### src/rtl/fir_tap_delay_line_pkg.sv
// ---------------------------------------------------------------------------
// fir_pkg
// Shared constants and width helpers for the symmetric FIR tap delay line.
//   DEFAULT_WIDTH : default sample width (signed two's complement)
//   DEFAULT_DEPTH : default number of taps (odd)
//   sum_width()   : width of one symmetric pre-add sum (one growth bit)
//   fill_width()  : width of the saturating fill counter (0..DEPTH)
// ---------------------------------------------------------------------------
package fir_pkg;

  localparam int DEFAULT_WIDTH = 10;
  localparam int DEFAULT_DEPTH = 5;

  // Adding two WIDTH-bit signed values needs exactly one extra bit.
  function automatic int sum_width(input int width);
    return width + 1;
  endfunction

  function automatic int fill_width(input int depth);
    return $clog2(depth + 1);
  endfunction

endpackage

### src/rtl/fir_tap_delay_line_if.sv
// ---------------------------------------------------------------------------
// fir_tap_delay_line_if
// Groups the sample input, flush control and all tap/sum outputs of the
// delay line.
//   master : drives in_valid, in_data, flush; observes the outputs
//   slave  : the delay line itself
// Signals:
//   in_valid / in_data   sample strobe and signed sample
//   flush                synchronous clear of taps and fill count
//   taps                 DEPTH*WIDTH flattened taps, tap[0] (newest) at LSBs
//   fill_count / full    samples held since reset/flush, full when == DEPTH
//   pair_sum             (DEPTH/2)*(WIDTH+1) registered symmetric sums
//   centre / out_valid   registered centre tap and full-line result pulse
// ---------------------------------------------------------------------------
interface fir_tap_delay_line_if
  import fir_pkg::*;
#(
  parameter int WIDTH = DEFAULT_WIDTH,
  parameter int DEPTH = DEFAULT_DEPTH
) ();

  localparam int SW = sum_width(WIDTH);
  localparam int FW = fill_width(DEPTH);
  localparam int NP = DEPTH / 2;

  logic                      in_valid;
  logic signed [WIDTH-1:0]   in_data;
  logic                      flush;
  logic [DEPTH*WIDTH-1:0]    taps;
  logic [FW-1:0]             fill_count;
  logic                      full;
  logic [NP*SW-1:0]          pair_sum;
  logic signed [WIDTH-1:0]   centre;
  logic                      out_valid;

  modport master (
    output in_valid, in_data, flush,
    input  taps, fill_count, full, pair_sum, centre, out_valid
  );

  modport slave (
    input  in_valid, in_data, flush,
    output taps, fill_count, full, pair_sum, centre, out_valid
  );

endinterface

### src/rtl/fir_tap_delay_line_tap_reg.sv
// ---------------------------------------------------------------------------
// fir_tap_reg
// One signed WIDTH-bit tap register.
//   clk   : rising-edge clock
//   rst   : synchronous reset, active-low (highest priority)
//   i_clr : synchronous clear (beats i_en)
//   i_en  : load i_d
//   i_d   : next sample value
//   o_q   : registered tap value
// ---------------------------------------------------------------------------
module fir_tap_reg #(
  parameter int WIDTH = 10
) (
  input  logic                    clk,
  input  logic                    rst,
  input  logic                    i_en,
  input  logic                    i_clr,
  input  logic signed [WIDTH-1:0] i_d,
  output logic signed [WIDTH-1:0] o_q
);

  logic signed [WIDTH-1:0] r_q;

  always_ff @(posedge clk) begin
    if (!rst) begin
      r_q <= '0;
    end else if (i_clr) begin
      r_q <= '0;
    end else if (i_en) begin
      r_q <= i_d;
    end
  end

  assign o_q = r_q;

endmodule

### src/rtl/fir_tap_delay_line.sv
// ---------------------------------------------------------------------------
// fir_tap_delay_line
// Enable-gated tap delay line with fill tracking and a registered symmetric
// pre-add stage for a symmetric FIR.
//   clk : rising-edge clock
//   rst : synchronous reset, active-low
//   bus : fir_tap_delay_line_if.slave (samples in, taps/sums/valid out)
// Results: pair_sum[i] = tap[i] + tap[DEPTH-1-i] and centre = tap[DEPTH/2]
// are registered one cycle after each shift; out_valid pulses only when the
// line was full after that shift.
// ---------------------------------------------------------------------------
module fir_tap_delay_line
  import fir_pkg::*;
#(
  parameter int WIDTH = DEFAULT_WIDTH,
  parameter int DEPTH = DEFAULT_DEPTH
) (
  input logic                 clk,
  input logic                 rst,
  fir_tap_delay_line_if.slave bus
);

  localparam int SW = sum_width(WIDTH);
  localparam int FW = fill_width(DEPTH);
  localparam int NP = DEPTH / 2;

  logic signed [WIDTH-1:0] w_taps [DEPTH];
  logic [FW-1:0]           r_fill_count;
  logic                    w_full;
  logic                    r_shifted;
  logic                    r_out_valid;
  logic signed [WIDTH-1:0] r_centre;
  logic signed [SW-1:0]    r_pair_sum [NP];

  // Tap chain. A flush clears every tap, except that tap[0] still loads a
  // sample arriving in the same cycle (clear-then-load).
  generate
    for (genvar gi = 0; gi < DEPTH; gi++) begin : g_tap
      logic signed [WIDTH-1:0] w_d;
      logic                    w_clr;
      if (gi == 0) begin : g_head
        assign w_d   = bus.in_data;
        assign w_clr = bus.flush & ~bus.in_valid;
      end else begin : g_body
        assign w_d   = w_taps[gi-1];
        assign w_clr = bus.flush;
      end
      fir_tap_reg #(.WIDTH(WIDTH)) u_tap (
        .clk   (clk),
        .rst   (rst),
        .i_en  (bus.in_valid),
        .i_clr (w_clr),
        .i_d   (w_d),
        .o_q   (w_taps[gi])
      );
      assign bus.taps[gi*WIDTH +: WIDTH] = w_taps[gi];
    end
  endgenerate

  assign w_full = (r_fill_count == FW'(DEPTH));

  // Fill counter, shift tracking and the centre/valid part of the pre-add
  // stage. r_shifted marks that the taps changed on the previous edge
  // (a flush-with-load counts, but can never report full).
  always_ff @(posedge clk) begin
    if (!rst) begin
      r_fill_count <= '0;
      r_shifted    <= 1'b0;
      r_out_valid  <= 1'b0;
      r_centre     <= '0;
    end else begin
      if (bus.flush) begin
        r_fill_count <= bus.in_valid ? FW'(1) : '0;
      end else if (bus.in_valid && !w_full) begin
        r_fill_count <= r_fill_count + FW'(1);
      end
      r_shifted <= bus.in_valid;
      if (r_shifted) begin
        r_centre <= w_taps[NP];
      end
      // A flush empties the line, so any pulse due now is cancelled.
      r_out_valid <= r_shifted & w_full & ~bus.flush;
    end
  end

  // Symmetric pre-add; operands are sign-extended so the sum cannot wrap.
  generate
    for (genvar gi = 0; gi < NP; gi++) begin : g_pair
      logic signed [SW-1:0] w_a;
      logic signed [SW-1:0] w_b;
      assign w_a = {w_taps[gi][WIDTH-1], w_taps[gi]};
      assign w_b = {w_taps[DEPTH-1-gi][WIDTH-1], w_taps[DEPTH-1-gi]};
      always_ff @(posedge clk) begin
        if (!rst) begin
          r_pair_sum[gi] <= '0;
        end else if (r_shifted) begin
          r_pair_sum[gi] <= w_a + w_b;
        end
      end
      assign bus.pair_sum[gi*SW +: SW] = r_pair_sum[gi];
    end
  endgenerate

  assign bus.fill_count = r_fill_count;
  assign bus.full       = w_full;
  assign bus.centre     = r_centre;
  assign bus.out_valid  = r_out_valid;

endmodule

### src/flat_wrapper.sv
// flat-port wrapper written by rule: the top's interface ports become plain ports
module fir_tap_delay_line_flat import fir_pkg::*;
#(
  parameter int WIDTH = DEFAULT_WIDTH,
  parameter int DEPTH = DEFAULT_DEPTH
)
  (clk, rst, bus_in_valid, bus_in_data, bus_flush, bus_taps, bus_fill_count, bus_full, bus_pair_sum, bus_centre, bus_out_valid);
  fir_tap_delay_line_if #(.WIDTH(WIDTH), .DEPTH(DEPTH)) bus_i ();
  input logic clk;
  input logic rst;
  input wire logic [$bits(bus_i.in_valid)-1:0] bus_in_valid;
  input wire logic [$bits(bus_i.in_data)-1:0] bus_in_data;
  input wire logic [$bits(bus_i.flush)-1:0] bus_flush;
  output wire logic [$bits(bus_i.taps)-1:0] bus_taps;
  output wire logic [$bits(bus_i.fill_count)-1:0] bus_fill_count;
  output wire logic [$bits(bus_i.full)-1:0] bus_full;
  output wire logic [$bits(bus_i.pair_sum)-1:0] bus_pair_sum;
  output wire logic [$bits(bus_i.centre)-1:0] bus_centre;
  output wire logic [$bits(bus_i.out_valid)-1:0] bus_out_valid;
  assign bus_i.in_valid = bus_in_valid;
  assign bus_i.in_data = bus_in_data;
  assign bus_i.flush = bus_flush;
  assign bus_taps = bus_i.taps;
  assign bus_fill_count = bus_i.fill_count;
  assign bus_full = bus_i.full;
  assign bus_pair_sum = bus_i.pair_sum;
  assign bus_centre = bus_i.centre;
  assign bus_out_valid = bus_i.out_valid;
  fir_tap_delay_line #(.WIDTH(WIDTH), .DEPTH(DEPTH)) u_core (.clk(clk), .rst(rst), .bus(bus_i));
endmodule
### config.mk
export PLATFORM = sky130hd
export DESIGN_NAME = fir_tap_delay_line_flat
export DESIGN_NICKNAME = d
export VERILOG_FILES = /design/src/rtl/fir_tap_delay_line_pkg.sv /design/src/rtl/fir_tap_delay_line_if.sv /design/src/rtl/fir_tap_delay_line_tap_reg.sv /design/src/rtl/fir_tap_delay_line.sv /design/src/flat_wrapper.sv
export SDC_FILE = /design/constraint.sdc
export NUM_CORES = 1
export LEC_CHECK = 0
export ABC_AREA = 1
export CELL_PAD_IN_SITES_DETAIL_PLACEMENT = 2
export CELL_PAD_IN_SITES_GLOBAL_PLACEMENT = 2
export CORE_UTILIZATION = 30
export DETAILED_ROUTE_END_ITERATION = 8
export GPL_TIMING_DRIVEN = 0
export PLACE_DENSITY_LB_ADDON = 0.12
export SYNTH_ARGS = -nofsm -noshare
export SYNTH_HDL_FRONTEND = slang
export SYNTH_HIERARCHICAL = 1
export SYNTH_SLANG_ARGS = --single-unit
### constraint.sdc
create_clock -name clk -period 2.8 [get_ports clk]
set_input_delay 0.56 -clock clk [delete_from_list [all_inputs] [get_ports clk]]
set_output_delay 0.56 -clock clk [all_outputs]
set_load 0.1 [all_outputs]
==> results of run 1 <==
[cell usage in the layout (no fill, tap or decap), types with 2 or more instances in the layout]
cell type / Yosys / layout
o21ai_0: 7 / 7
inv_1: 61 / 61
a21oi_1: 69 / 69
dfxtp_1: 65 / 65
fa_1: 2 / 2
o21ai_1: 2 / 2
inv_2: 9 / 9
ha_1: 22 / 22
o21ai_2: 9 / 9
clkbuf_16: 0 / 10
nand2_2: 3 / 3
nand3_1: 19 / 19
or2_1: 2 / 2
edfxtp_1: 22 / 22
nor2_2: 3 / 3
buf_4: 2 / 2
buf_6: 6 / 6
nor2_1: 43 / 43
clkdlybuf4s50_1: 0 / 99
clkinv_2: 1 / 3
nand4_1: 4 / 4
inv_4: 0 / 3
nand2_1: 203 / 203
[stage by stage]
stage	std cells	power (uW)	instance area, um^2
6_report	855	2930	5740
5_1_grt	855	3030	5740
4_1_cts	855	2960	5740
3_5_place_dp	839	1760	5450
3_3_place_gp	839	1750	5450
2_1_floorplan	559	1640	4230
[metal layers]
layer | part of all wire [%] | track usage [%] | wire length (um)
met1 | 44 | 26.7 | 6570
met5 | 0 | 0 | 0
met2 | 51 | 38.2 | 7500
met4 | 2.0 | 8.41 | 296
met3 | 3.1 | 2.78 | 465
[final cells by class]
| class | instances | area (um^2) |
|---|---|---|
| plain buffers | 8 | 82.6 |
| fillers | 1607 | 8080 |
| flip-flops and latches | 87 | 1960 |
| clock inverters | 6 | 37.5 |
| clock buffers | 10 | 250 |
| inverters | 72 | 272 |
| repair buffers | 100 | 1000 |
| well taps | 180 | 225 |
| multi-input cells | 392 | 1910 |
[logic make-up (layout without fill, tap and decap cells)]
group / count (synthesis) / after routing / share of synthesized area [%]
adder cells (fa/ha/maj): 24 / 24 / 7.46
XOR/XNOR: 1 / 1 / 0.207
flip-flops: 87 / 87 / 46.4
AO/OA/AOI/OAI: 90 / 90 / 11.7
AND/OR/NAND/NOR: 277 / 277 / 25.9
buffers and inverters: 80 / 196 / 8.38
[state kept, by name, summed over array words and instances, names as in the netlist]
register,cells
u_core/g_tap.u_tap/o_q,50
u_core/r_pair_sum,22
u_core/bus.centre,10
u_core/bus.fill_count,3
u_core/r_shifted,1
u_core/bus.out_valid,1
[synth_stat cells]
cell type	n
o21ai_2	9
nand3_1	19
clkinv_1	1
nor2_1	43
o21ai_1	2
nand2_1	203
a211oi_1	1
xor2_1	1
a21oi_2	1
a21oi_1	69
nor2_2	3
nand2_2	3
dfxtp_1	65
or2_1	2
nand4_1	4
inv_2	9
fa_1	2
buf_4	2
clkinv_2	1
o21ai_0	7
edfxtp_1	22
ha_1	22
o211ai_1	1
buf_6	6
inv_1	61
[worst max-delay path by stage]
stage	cells after the start	to	slack [ns]
after floorplan	3	bus_full	0.28
after global placement	6	u_core/r_pair_sum[0][6]$_SDFFCE_PN0P_	0.33
after detailed placement	6	u_core/r_pair_sum[0][6]$_SDFFCE_PN0P_	0.26
after CTS	4	bus_full	0.03
after global routing	1	bus_taps[11]	0.12
final	1	bus_taps[19]	0.17
[timing repair]
action / 4_1_cts / 5_1_grt
setup endpoints to repair: 0 / 1
hold buffers: 0 / 0
hold endpoints to repair: 0 / 0
gates resized for setup: 0 / 1
[power groups by stage]
stage          logic, uW  clock network [uW]  registers [uW]
2_1_floorplan       89.3                   0            1550
3_3_place_gp         389                   0            1360
3_5_place_dp         396                   0            1360
4_1_cts              398                1230            1340
5_1_grt              416                1280            1340
6_report             394                1200            1330
==> flow_summary.ini, run 1 <==
[status]
status = finished clean

[finish]
syn_to_final_growth_pct = 35.9
antennaDiodeCount = 0
final_nets = 708
final_layout_size_suffix_gt1_share_pct = 7.41
finish.utilization_pct = 41.5

[cts]
cts.path.max_buffers = 2
clock-sinks = 87
cts_buffers = 9
htreeDepth = 3
path_clk_slew_ns = 0.07
insertion_delay_ns = 0.35
root_buffer = clkbuf_16
post_cts_buffers = 0
cts_tree = done

[sta]
tns_ns = 0
finalClockSkew_ns = 0.00532
rsz0062_at_grt = false
worst_pin_slew_ns = 0.995
finalWorstSetupSlack_ns = 0.170
max_freq_ghz = 0.380
slew_viol_final = 0
holdWs_ns = 0.467
slew_headroom_pct = 33.4
fin_crit_sh_pct = 93.9
setup_viol = 0
min_period_ns = 2.63
finalHoldViolCount = 0

[setup_path]
crit_type = register to output port
cpLargestDelayFamily = buffers and inverters
reg2reg_to = u_core/r_pair_sum[1][6]$_SDFFCE_PN0P_
worstPathArrival_ns = 2.07
reg2reg_slack_ns = 0.62
critPathLaunch = u_core/g_tap[1].u_tap/o_q[9]$_SDFFE_PP0P_
slowest_delay_ns = 1.21
path_max_fanout = 4
r2r_cells = 11
r2r-start = u_core/g_tap[3].u_tap/o_q[0]$_SDFFE_PP0P_
slowest_stage = clkdlybuf4s50_1
cp-start-kind = register
cp-end-kind = output port
path_buf_inv = 1
cp_data_required_time_ns = 2.24
critical_path.cell_chain = clkdlybuf4s50_1

[floorplanning]
io-pin-count = 101
core_area_um2 = 13800
start_util_pct = 30.6
fp.dieH_um = 121
dieArea_um2 = 14600
num_rows = 43
fp.dieW_um = 121

[global_route]
grt_pass1_wl_um = 23800
grt_max_degree = 32
grt_pass1_vias = 4426
overflow = 0
antenna_found_initial = 0
grtUsageTotal_pct = 21.7

[hold_path]
whs_path_depth = 2
min_path_type = register to register
min-delay-start = u_core/bus.centre[7]$_SDFFE_PN0P_
hold_path_end = u_core/bus.centre[7]$_SDFFE_PN0P_

[synthesis]
yosysTopAreaCell = dfxtp_1
syn_area_per_cell_um2 = 7.56
netlist_instances = 559
synth_area_um2 = 4230
netlist.area_leader.share_pct = 30.8
synth_area_leaders = dfxtp_1 (31%), nand2_1 (18%), edfxtp_1 (16%)
ys_types = 25
syn_nets = 597
synth_seq_area_share_pct = 46.4
yosysWarnings = 6
ys_ff_latch = 87

[power_and_ir_drop]
sw_frac_of_total_pct = 29.5
p_sw_uw = 865
vdd_ir_drop_max_uv = 240
p_per_area_nw_per_um2 = 510
internal_power_uw = 2060
clkPwrFrac_pct = 41.0
p_comb_share_pct = 13.5
seqPwrFrac_pct = 45.6
p_leak_uw = 0.00234

[placement]
place_congestion = 0.798
place_ws_ns = 0.264
io_buffers = 100
dpl.hpwl_um = 11200

[detailed_routing]
wirelength_um = 14800
routedWlPerCell_um = 17.3
drcViolationCount = 0
drt_iter0_markers = 136
vias_per_cell = 4.84
vias = 4134
firstDrtPassIters = 4
final_antenna_net_count = 0

[run]
cap_violations = 0
Power figures use the tool's default switching activity.
==> run 2, diff against run 1 <==
- CORE_UTILIZATION: 30 -> 28
- clock period: 2.8 -> 2.9 ns (I/O delays scaled with it)
==> run 2 against run 1 <==
Compared with the run above:
- die area rose by 7.0%
- cell count up 0.47%
- sequential share of layout area about the same
- worst setup slack worse by 0.034 ns
- routed wire length shrank 0.33%
- clock power decreased by 5%
- critical endpoint is now bus_full
- count of clock-buffer cells in the layout up 2
- clock skew is 0.0022 ns higher
- first-iteration DRC count rose by 18%
- the run now ends with design-rule violations left
==> flow_summary.ini, run 2 (synthesized netlist as in run 1, its figures left out) <==
[cts]
insertion_delay_ns = 0.35
cts.path.max_buffers = 2
cts_tree = done
cts_buffers = 9
cts-resized-gates = 0
path_clk_slew_ns = 0.06
holdBufCountCts = 0
post_cts_buffers = 0
htreeDepth = 3
root_buffer = clkbuf_16
clock-sinks = 87

[hold_path]
hold_path_end = u_core/bus.centre[7]$_SDFFE_PN0P_
whs_path_depth = 2
min-delay-start = u_core/bus.centre[7]$_SDFFE_PN0P_
min_path_type = register to register

[finish]
largest_register_ffs = 50
syn_to_final_growth_pct = 35.8
final_cell_mix = nand2_1 (203), clkdlybuf4s50_1 (100), a21oi_1 (69)
antennaDiodeCount = 0
final_nets = 708
seq_area_um2 = 1960
fillers = 1702
finish.utilization_pct = 39.2
final_layout_size_suffix_gt1_share_pct = 7.11
mostFrequentLayoutCell = nand2_1
multi_input_area_um2 = 1910

[floorplanning]
start_util_pct = 28.9
dieArea_um2 = 15600
io-pin-count = 101
fp.dieW_um = 125
fp.dieH_um = 125
core_area_um2 = 14600
num_rows = 44

[detailed_routing]
drcViolationCount = 12
routedWlPerCell_um = 17.2
drt_iter0_markers = 160
final_antenna_net_count = 0
wirelength_um = 14800
vias = 4074
firstDrtPassIters = 8
vias_per_cell = 4.74

[sta]
rsz0062_at_grt = false
finalClockSkew_ns = 0.00749
slew_headroom_pct = 32.6
setup_viol = 0
worst_pin_slew_ns = 1.01
fin_crit_sh_pct = 95.3
finalHoldViolCount = 0
max_freq_ghz = 0.362
slew_viol_final = 0
min_period_ns = 2.76
holdWs_ns = 0.466
tns_ns = 0

[global_route]
grt_pass1_wl_um = 24000
antenna_found_initial = 0
grt_pass1_vias = 4486
grtUsageTotal_pct = 20.1
overflow = 0
grt_max_degree = 32

[setup_path]
critPathLaunch = u_core/bus.fill_count[0]$_SDFFE_PN0P_
r2r-start = u_core/g_tap[3].u_tap/o_q[0]$_SDFFE_PP0P_
cp_data_required_time_ns = 2.32
reg2reg_to = u_core/r_pair_sum[1][6]$_SDFFCE_PN0P_
worstPathArrival_ns = 2.18
reg2reg_slack_ns = 0.67
slowest_delay_ns = 1.13
path_max_fanout = 4
r2r_cells = 11
cp-start-kind = register
slowest_stage = clkdlybuf4s50_1
cp-end-kind = output port
crit_type = register to output port
critical_path.cell_chain = ha_1, nand2_1, inv_1, clkdlybuf4s50_1

[placement]
place_congestion = 0.810
dpl.hpwl_um = 11300
io_buffers = 100

[status]
violations = design-rule violations
status = finished, violations left

[power_and_ir_drop]
p_leak_uw = 0.00231
vdd_ir_drop_max_uv = 253
p_per_area_nw_per_um2 = 489

[run]
cap_violations = 0
==> run 2: cell count changes in the layout (fill, tap and decap cells not counted) <==
| cell | change |
|---|---|
| inv_6 | -1 |
| clkdlybuf4s50_1 | +1 |
| inv_4 | -1 |
| clkinv_4 | +1 |
| clkbuf_1 | +2 |
| dlymetal6s2s_1 | -1 |
| clkinv_2 | -1 |
==> run 2: area by class of cell <==
cell class                      instances  share of cell area [%]
Multi-Input combinational cell        392                    33.3
Timing Repair Buffer                  100                    17.4
Buffer                                  8                    1.44
Clock inverter                          4                   0.458
Clock buffer                           12                    4.49
Sequential cell                        87                    34.2
Tap cell                              184                    4.01
Inverter                               72                    4.73
==> run 2: critical path, delay by kind of cell (launching register included) <==
kind                       cells  cell delay [ns]
and+or+nand+nor                1             0.07
DFF                            1             0.39
buffers and inverters          2             1.21
adders and majority gates      1             0.17
==> run 2: power by group <==
group	internal (uW)	switching (uW)	leakage, uW
clock	635	502	0.000143
combinational	88.2	293	0.00141
sequential	1270	20.5	0.000762
total	1990	815	0.00231
==> run 2: how the worst max path moves through the flow <==
stage	end	slack [ns]	depth (start not counted)
final	bus_full	0.14	4
after global routing	bus_full	0.04	4
after CTS	bus_full	0.10	4
after floorplan	bus_full	0.36	3
after global placement	u_core/r_pair_sum[0][6]$_SDFFCE_PN0P_	0.38	6
after detailed placement	u_core/r_pair_sum[0][6]$_SDFFCE_PN0P_	0.31	6
==> run 2: metal layers <==
metal / part of all wire [%] / GRT usage [%] / vias up / wire length [um]
met5: 0 / 0 / - / 0
met4: 1.3 / 6.46 / 0 / 195
met3: 2.6 / 3.01 / 13 / 383
met2: 50 / 35.5 / 63 / 7380
met1: 46 / 25.1 / 1995 / 6820
li1: - / - / 2003 / -
==> run 2: stage by stage <==
step	cell area, um^2	total power (uW)	setup slack (ns)	instances
3_5_place_dp	5460	1700	0.310	843
2_1_floorplan	4230	1580	0.357	559
5_1_grt	5740	2910	0.0413	859
4_1_cts	5740	2840	0.100	859
3_3_place_gp	5460	1690	0.383	843
6_report	5740	2810	0.136	859
==> variant 1: new RTL, config.mk and constraints of run 2 <==
`DEFAULT_WIDTH`: 10 -> 9.
--- a/src/rtl/fir_tap_delay_line_pkg.sv
+++ b/src/rtl/fir_tap_delay_line_pkg.sv
@@ -8,7 +8,7 @@
 // ---------------------------------------------------------------------------
 package fir_pkg;
 
-  localparam int DEFAULT_WIDTH = 10;
+  localparam int DEFAULT_WIDTH = 9;
   localparam int DEFAULT_DEPTH = 5;
 
   // Adding two WIDTH-bit signed values needs exactly one extra bit.
Interface: changed (resized bus_centre, bus_in_data, bus_pair_sum and bus_taps); port bits go from 101 to 92. No check against the original RTL was run, so the function may have changed too.
==> variant 1 against run 2 <==
  * Cell count down 13%
  * Worst setup slack worse by 0.00055 ns
  * Wire length down 15%
  * Clock power down 8%
  * Area after synthesis down 12%
  * Final area down 11%
  * Core utilization up 0.70 points
  * Die area down 12%
  * Sequential cell count down 8
  * Sequential power down 9%
  * Register-to-register slack better by 0.18 ns
  * Maximum frequency about the same
  * Synthesized cell count down 16%
  * Power down 8.4%
==> variant 1: results (changes against run 2) <==
| Metric | Value |
|---|---|
| Outcome | `completed (was finished, violations left)` |
| Main synth FF type | `dfxtp_1 (unchanged)` |
| Max incr delay on CP | `1.13 ns (about the same)` |
| Clk pin slew, worst setup/hold paths | `0.06 ns (about the same)` |
| CTS H-Tree Depth | `3 (unchanged)` |
| Worst reg2reg path startpoint | `u_core/g_tap[3].u_tap/o_q[0]$_SDFFE_PP0P_ (unchanged)` |
| Via Count | `3482 (was 4074)` |
| Nets@finish | `604 (was 708)` |
| Worst r2r dst | `u_core/r_pair_sum[1][8]$_SDFFCE_PN0P_ (was u_core/r_pair_sum[1][6]$_SDFFCE_PN0P_)` |
| Vias in the first global route | `3827 (was 4486)` |
| Number of enable flip-flop cells after synthesis | `20 (was 22)` |
| Port buffer count | `91 (was 100)` |
| Fillers | `1475 (was 1702)` |
| GPL Wtd Cong | `0.7371 (was 0.8099)` |
| Worst r2r path cells | `8 (was 11)` |
| CTS root buf | `clkbuf_16 (unchanged)` |
| Reg-to-reg slack, setup | `0.85 ns (was 0.67 ns)` |
| Yosys warns | `6 (unchanged)` |
| Area contributors post-synth | `dfxtp_1, edfxtp_1, nand2_1, a21oi_1, ha_1 (was dfxtp_1, nand2_1, edfxtp_1, a21oi_1, ha_1)` |
| Total track usage | `0.1928 (was 0.2011)` |
| Routed WL per cell | `16.80 µm (was 17.20 µm)` |
| Worst hold stages | `2 (unchanged)` |
| HP Class | `flip-flop to flip-flop (unchanged)` |
| Worst-Margin Slew | `0.9901 ns (was 1.008 ns)` |
| Initial drt markers | `109 (was 160)` |
| Global-route wire length before repair | `20.38 mm (was 23.97 mm)` |
| Largest net degree at the start of global routing | `30 (was 32)` |
| Share of cells above drive strength 1 | `0.09059 (was 0.07111)` |
| Pre-CTS setup slack | `0.4957 ns (was 0.3103 ns)` |
| Max FFs per register | `45 (was 50)` |
| Leak | `2.035 nW (was 2.312 nW)` |
| Register area share after synthesis | `0.4777 (was 0.4642)` |
| Setup violators final | `0 (unchanged)` |
| Post-CTS setup buffers | `0 (unchanged)` |
| Post-Route Skew | `0.004460 ns (was 0.007487 ns)` |
| Initial antenna violation count | `0 (unchanged)` |
| Area added between synthesis and finish | `37.24% (was 35.85%)` |
| Commonest cells in the netlist | `nand2_1, a21oi_1, dfxtp_1, inv_1, nor2_1 (unchanged)` |
| Ant. Diodes | `0 (unchanged)` |
| Hold Crit Start | `u_core/bus.centre[7]$_SDFFE_PN0P_ (unchanged)` |
| Crit Path Max Fanout | `3 (was 4)` |
| HPWL after detailed placement | `9.516 mm (was 11.31 mm)` |
| Syn nets | `502 (was 597)` |
| CP Launch Point | `u_core/bus.fill_count[1]$_SDFFE_PN0P_ (was u_core/bus.fill_count[0]$_SDFFE_PN0P_)` |
| Pre-antenna DRT Iters | `5 (was 8)` |
| Worst hold path endpoint | `u_core/bus.centre[7]$_SDFFE_PN0P_ (unchanged)` |
| Ys async rst share | `0 (unchanged)` |
| WHS | `0.4631 ns (was 0.4665 ns)` |
| Dpl cell area | `4856 µm² (was 5458 µm²)` |
| Peak VDD IR | `0.0002373 V (was 0.0002529 V)` |
==> variant 1: cell count changes in the layout (fill, tap and decap cells not counted), sizes merged, moves of 3 or more <==
| cell | delta |
|---|---|
| o21ai | +3 |
| dfxtp | -6 |
| nor2 | -20 |
| nand4 | -4 |
| clkdlybuf4s50 | -9 |
| inv | -10 |
| nand2 | -44 |
| nand3 | -8 |
==> variant 1: layout make-up <==
type | instances | share of cell area
buffer | 8 | 0.01687
multi-input combinational | 319 | 0.3190
tap | 172 | 0.04204
inverter | 61 | 0.04473
sequential | 79 | 0.3481
clock buffer | 10 | 0.04473
clock inverter | 6 | 0.006600
timing repair buffer | 91 | 0.1780
==> variant 1: cell families after synthesis <==
| family | count (synthesis) | synth area share |
|---|---|---|
| simple gates | 203 | 0.2214 |
| buf+inv | 69 | 0.08454 |
| compound gates | 94 | 0.1385 |
| flops | 79 | 0.4777 |
| fa+ha+maj | 22 | 0.07783 |
==> variant 1: worst min-delay path, stage by stage, from the launching register on <==
cell and delay [ns]:
dfxtp_1 0.31, inv_1 0.06, o21ai_2 0.05
==> variant 1: how the worst max path moves through the flow <==
stage	slack (ns)	end	cells past startpoint
2_1_floorplan	0.36	u_core/r_pair_sum[1][8]$_SDFFCE_PN0P_	8
3_3_place_gp	0.52	bus_full	4
3_5_place_dp	0.50	bus_full	4
4_1_cts	0.11	bus_full	4
5_1_grt	0.04	bus_full	5
6_report	0.14	bus_full	5
==> variant 1: power by group <==
part / switching [mW] / total (mW) / internal (mW)
clock: 0.476 / 1.05 / 0.577
sequential: 0.0184 / 1.17 / 1.15
combinational: 0.267 / 0.348 / 0.0811
total: 0.761 / 2.57 / 1.81
==> variant 1: routing by layer <==
layer  GRT usage  vias up  share of wire
met3     0.02967       12          0.031
met1      0.2348     1710           0.44
li1            -     1704              -
met4     0.07549        0          0.016
met2      0.3384       56           0.51
met5           0        -              0
==> variant 1: metrics by stage <==
stage          power, mW  cells
2_1_floorplan      1.441    467
3_3_place_gp       1.538    730
3_5_place_dp       1.548    730
4_1_cts            2.607    746
5_1_grt            2.670    746
6_report           2.572    746
==> variant 2: new RTL, config.mk and constraints of run 2 <==
Made on the original files. Reset style: asynchronous (`rst`), changed in 3 clocked blocks. Comments in the files are not updated.
--- a/src/rtl/fir_tap_delay_line_tap_reg.sv
+++ b/src/rtl/fir_tap_delay_line_tap_reg.sv
@@ -21,7 +21,7 @@
 
   logic signed [WIDTH-1:0] r_q;
 
-  always_ff @(posedge clk) begin
+  always_ff @(posedge clk or negedge rst) begin
     if (!rst) begin
       r_q <= '0;
     end else if (i_clr) begin
--- a/src/rtl/fir_tap_delay_line.sv
+++ b/src/rtl/fir_tap_delay_line.sv
@@ -62,7 +62,7 @@
   // Fill counter, shift tracking and the centre/valid part of the pre-add
   // stage. r_shifted marks that the taps changed on the previous edge
   // (a flush-with-load counts, but can never report full).
-  always_ff @(posedge clk) begin
+  always_ff @(posedge clk or negedge rst) begin
     if (!rst) begin
       r_fill_count <= '0;
       r_shifted    <= 1'b0;
@@ -90,7 +90,7 @@
       logic signed [SW-1:0] w_b;
       assign w_a = {w_taps[gi][WIDTH-1], w_taps[gi]};
       assign w_b = {w_taps[DEPTH-1-gi][WIDTH-1], w_taps[DEPTH-1-gi]};
-      always_ff @(posedge clk) begin
+      always_ff @(posedge clk or negedge rst) begin
         if (!rst) begin
           r_pair_sum[gi] <= '0;
         end else if (r_shifted) begin
Function: differs if rst is asserted again (counterexample within 4 cycles, from zero or initial values and one cycle with rst low); with rst held inactive, the same outputs for 10 cycles.
==> variant 2 against run 2 <==
  * Critical path depth fell by 3
  * First-iteration DRC count decreased by 21%
  * Wire length rose by 5.2%
  * Final area grew 5.8%
  * Area after synthesis is 6.3% higher
  * Sequential cell count unchanged
  * Worst setup slack improved by 0.11 ns
  * Register-to-register slack improved by 0.18 ns
  * Critical endpoint is now bus_taps[1]
Power is not compared: it rests on default switching activity, and its combinational part moved more than twofold at a synthesized area within 25%.
==> variant 2: results (changes against run 2) <==
| Metric | Value |
|---|---|
| Outcome | `completed (was finished, violations left)` |
| Fillers | `1805 (was 1702)` |
| Worst path slowest cell | `clkdlybuf4s50_1 (unchanged)` |
| Nets@finish | `711 (was 708)` |
| Hold Vio Cnt, Final | `0 (unchanged)` |
| CTS root buf | `clkbuf_16 (unchanged)` |
| Switching power total | `1.268 mW` |
| Register area share after synthesis | `0.4845 (was 0.4642)` |
| HPWL after detailed placement | `12.12 mm (was 11.31 mm)` |
| Ant. Diodes | `0 (unchanged)` |
| Total track usage | `0.2022 (was 0.2011)` |
| Number of vias per cell | `4.714 (was 4.743)` |
| Max incr delay on CP | `1.20 ns (was 1.13 ns)` |
| Via Count | `4191 (was 4074)` |
| Max FFs per register | `50 (unchanged)` |
| HP Class | `input pin to async pin (was flip-flop to flip-flop)` |
| Crit Path Max Fanout | `5 (was 4)` |
| Vias in the first global route | `4584 (was 4486)` |
| Max Root-Sink Buffers | `2 (unchanged)` |
| Global-route wire length before repair | `25.02 mm (was 23.97 mm)` |
| GPL Wtd Cong | `0.7926 (was 0.8099)` |
| Crit-path leading delay family | `buffers and inverters (unchanged)` |
| Post-synth cell types | `26 (was 25)` |
| Initial antenna violation count | `0 (unchanged)` |
| Share of cells above drive strength 1 | `0.07522 (was 0.07111)` |
| Commonest cells in the netlist | `nand2_1, dfrtp_1, nand3_1, inv_1, ha_1 (was nand2_1, a21oi_1, dfxtp_1, inv_1, nor2_1)` |
| Peak VDD IR | `0.0003187 V` |
| Leak | `3.165 nW` |
| Worst slew margin | `0.3170 (was 0.3258)` |
| Area contributors post-synth | `dfrtp_1, nand2_1, nand3_1, ha_1, inv_1 (was dfxtp_1, nand2_1, edfxtp_1, a21oi_1, ha_1)` |
| Yosys warns | `6 (unchanged)` |
| Largest net degree at the start of global routing | `50 (was 32)` |
| Syn nets | `599 (was 597)` |
| Pre-antenna DRT Iters | `5 (was 8)` |
| Main synth FF type | `dfrtp_1 (was dfxtp_1)` |
| Syn_area_per_cell | `8.009 µm² (was 7.561 µm²)` |
| Ys async rst share | `1.000 (was 0)` |
| Initial drt markers | `126 (was 160)` |
| Clk pin slew, worst setup/hold paths | `0.07 ns` |
| Placed Cells | `873 (was 843)` |
| Final wirelength | `15.55 mm (was 14.78 mm)` |
| Post-Route Skew | `0.009275 ns (was 0.007487 ns)` |
## variant 2: cell types whose count changed in the layout (fill, tap and decap cells not counted), moves of 22 or more
cell / before / now
nor2_1: 43 / 18
nand3_1: 19 / 72
edfxtp_1: 22 / 0
nand2_1: 203 / 251
a21oi_1: 69 / 12
inv_1: 61 / 33
dfxtp_1: 65 / 0
dfrtp_1: 0 / 87
## variant 2: logic make-up after synthesis
kind of cell	Yosys count	share of synthesized area
flip-flops	87	0.4845
AND/OR/NAND/NOR	365	0.3503
AO/OA/AOI/OAI	28	0.03314
buffers and inverters	53	0.05402
adder cells (fa/ha/maj)	24	0.07017
XOR/XNOR	4	0.007796
## variant 2: layout make-up
class,instances,area share
Sequential cell,87,0.3584
Multi-Input combinational cell,421,0.3413
Timing Repair Buffer,101,0.1693
Tap cell,211,0.04346
Clock buffer,10,0.03934
Inverter,42,0.02595
Buffer,11,0.01401
Clock inverter,6,0.008239
## variant 2: layer usage
metal,vias to the layer above,global-route usage,part of all wire
met4,0,0.06644,0.014
met3,10,0.03119,0.027
met5,-,0,0
li1,2030,-,-
met2,61,0.3529,0.50
met1,2090,0.2551,0.46
## variant 2: path summary, 6_finish.rpt
check	start	end	slack, ns
min in group clk	u_core/bus.pair_sum[0]$_DFFE_PN0P_	u_core/bus.pair_sum[0]$_DFFE_PN0P_	0.47
max in group asynchronous	rst	u_core/g_tap[2].u_tap/o_q[7]$_DFFE_PN0P_	2.03
max	u_core/g_tap[0].u_tap/o_q[1]$_DFFE_PN0P_	bus_taps[1]	0.25
min reg2reg	u_core/bus.pair_sum[0]$_DFFE_PN0P_	u_core/bus.pair_sum[0]$_DFFE_PN0P_	0.47
min	rst	u_core/bus.pair_sum[5]$_DFFE_PN0P_	0.22
max reg2reg	u_core/g_tap[1].u_tap/o_q[0]$_DFFE_PN0P_	u_core/bus.pair_sum[17]$_DFFE_PN0P_	0.85
## variant 2: repair_timing
action,in CTS,in global routing
gates resized for setup,0,1
endpoints found under the hold margin,0,0
endpoints found under the setup margin,0,1
buffers inserted,0,0
## variant 2: power by group through the flow
| stage | Combinational [mW] | Sequential, mW | Clock [mW] |
|---|---|---|---|
| after floorplan | 0.159 | 1.78 | 0 |
| after detailed placement | 0.848 | 1.37 | 0 |
| final | 0.843 | 1.34 | 1.17 |
| after CTS | 0.852 | 1.34 | 1.20 |
| after global placement | 0.830 | 1.37 | 0 |
| after global routing | 0.888 | 1.35 | 1.25 |
## variant 2: per-stage QoR
stage	hold WS (ns)	area, µm²	worst slack [ns]
3_3_place_gp	0.4545	5758	-2.130
3_5_place_dp	0.4646	5783	0.2524
6_report	0.2177	6075	0.2474
5_1_grt	0.2498	6075	0.2058
2_1_floorplan	0.2844	4493	0.3879
4_1_cts	0.2236	6072	0.03740
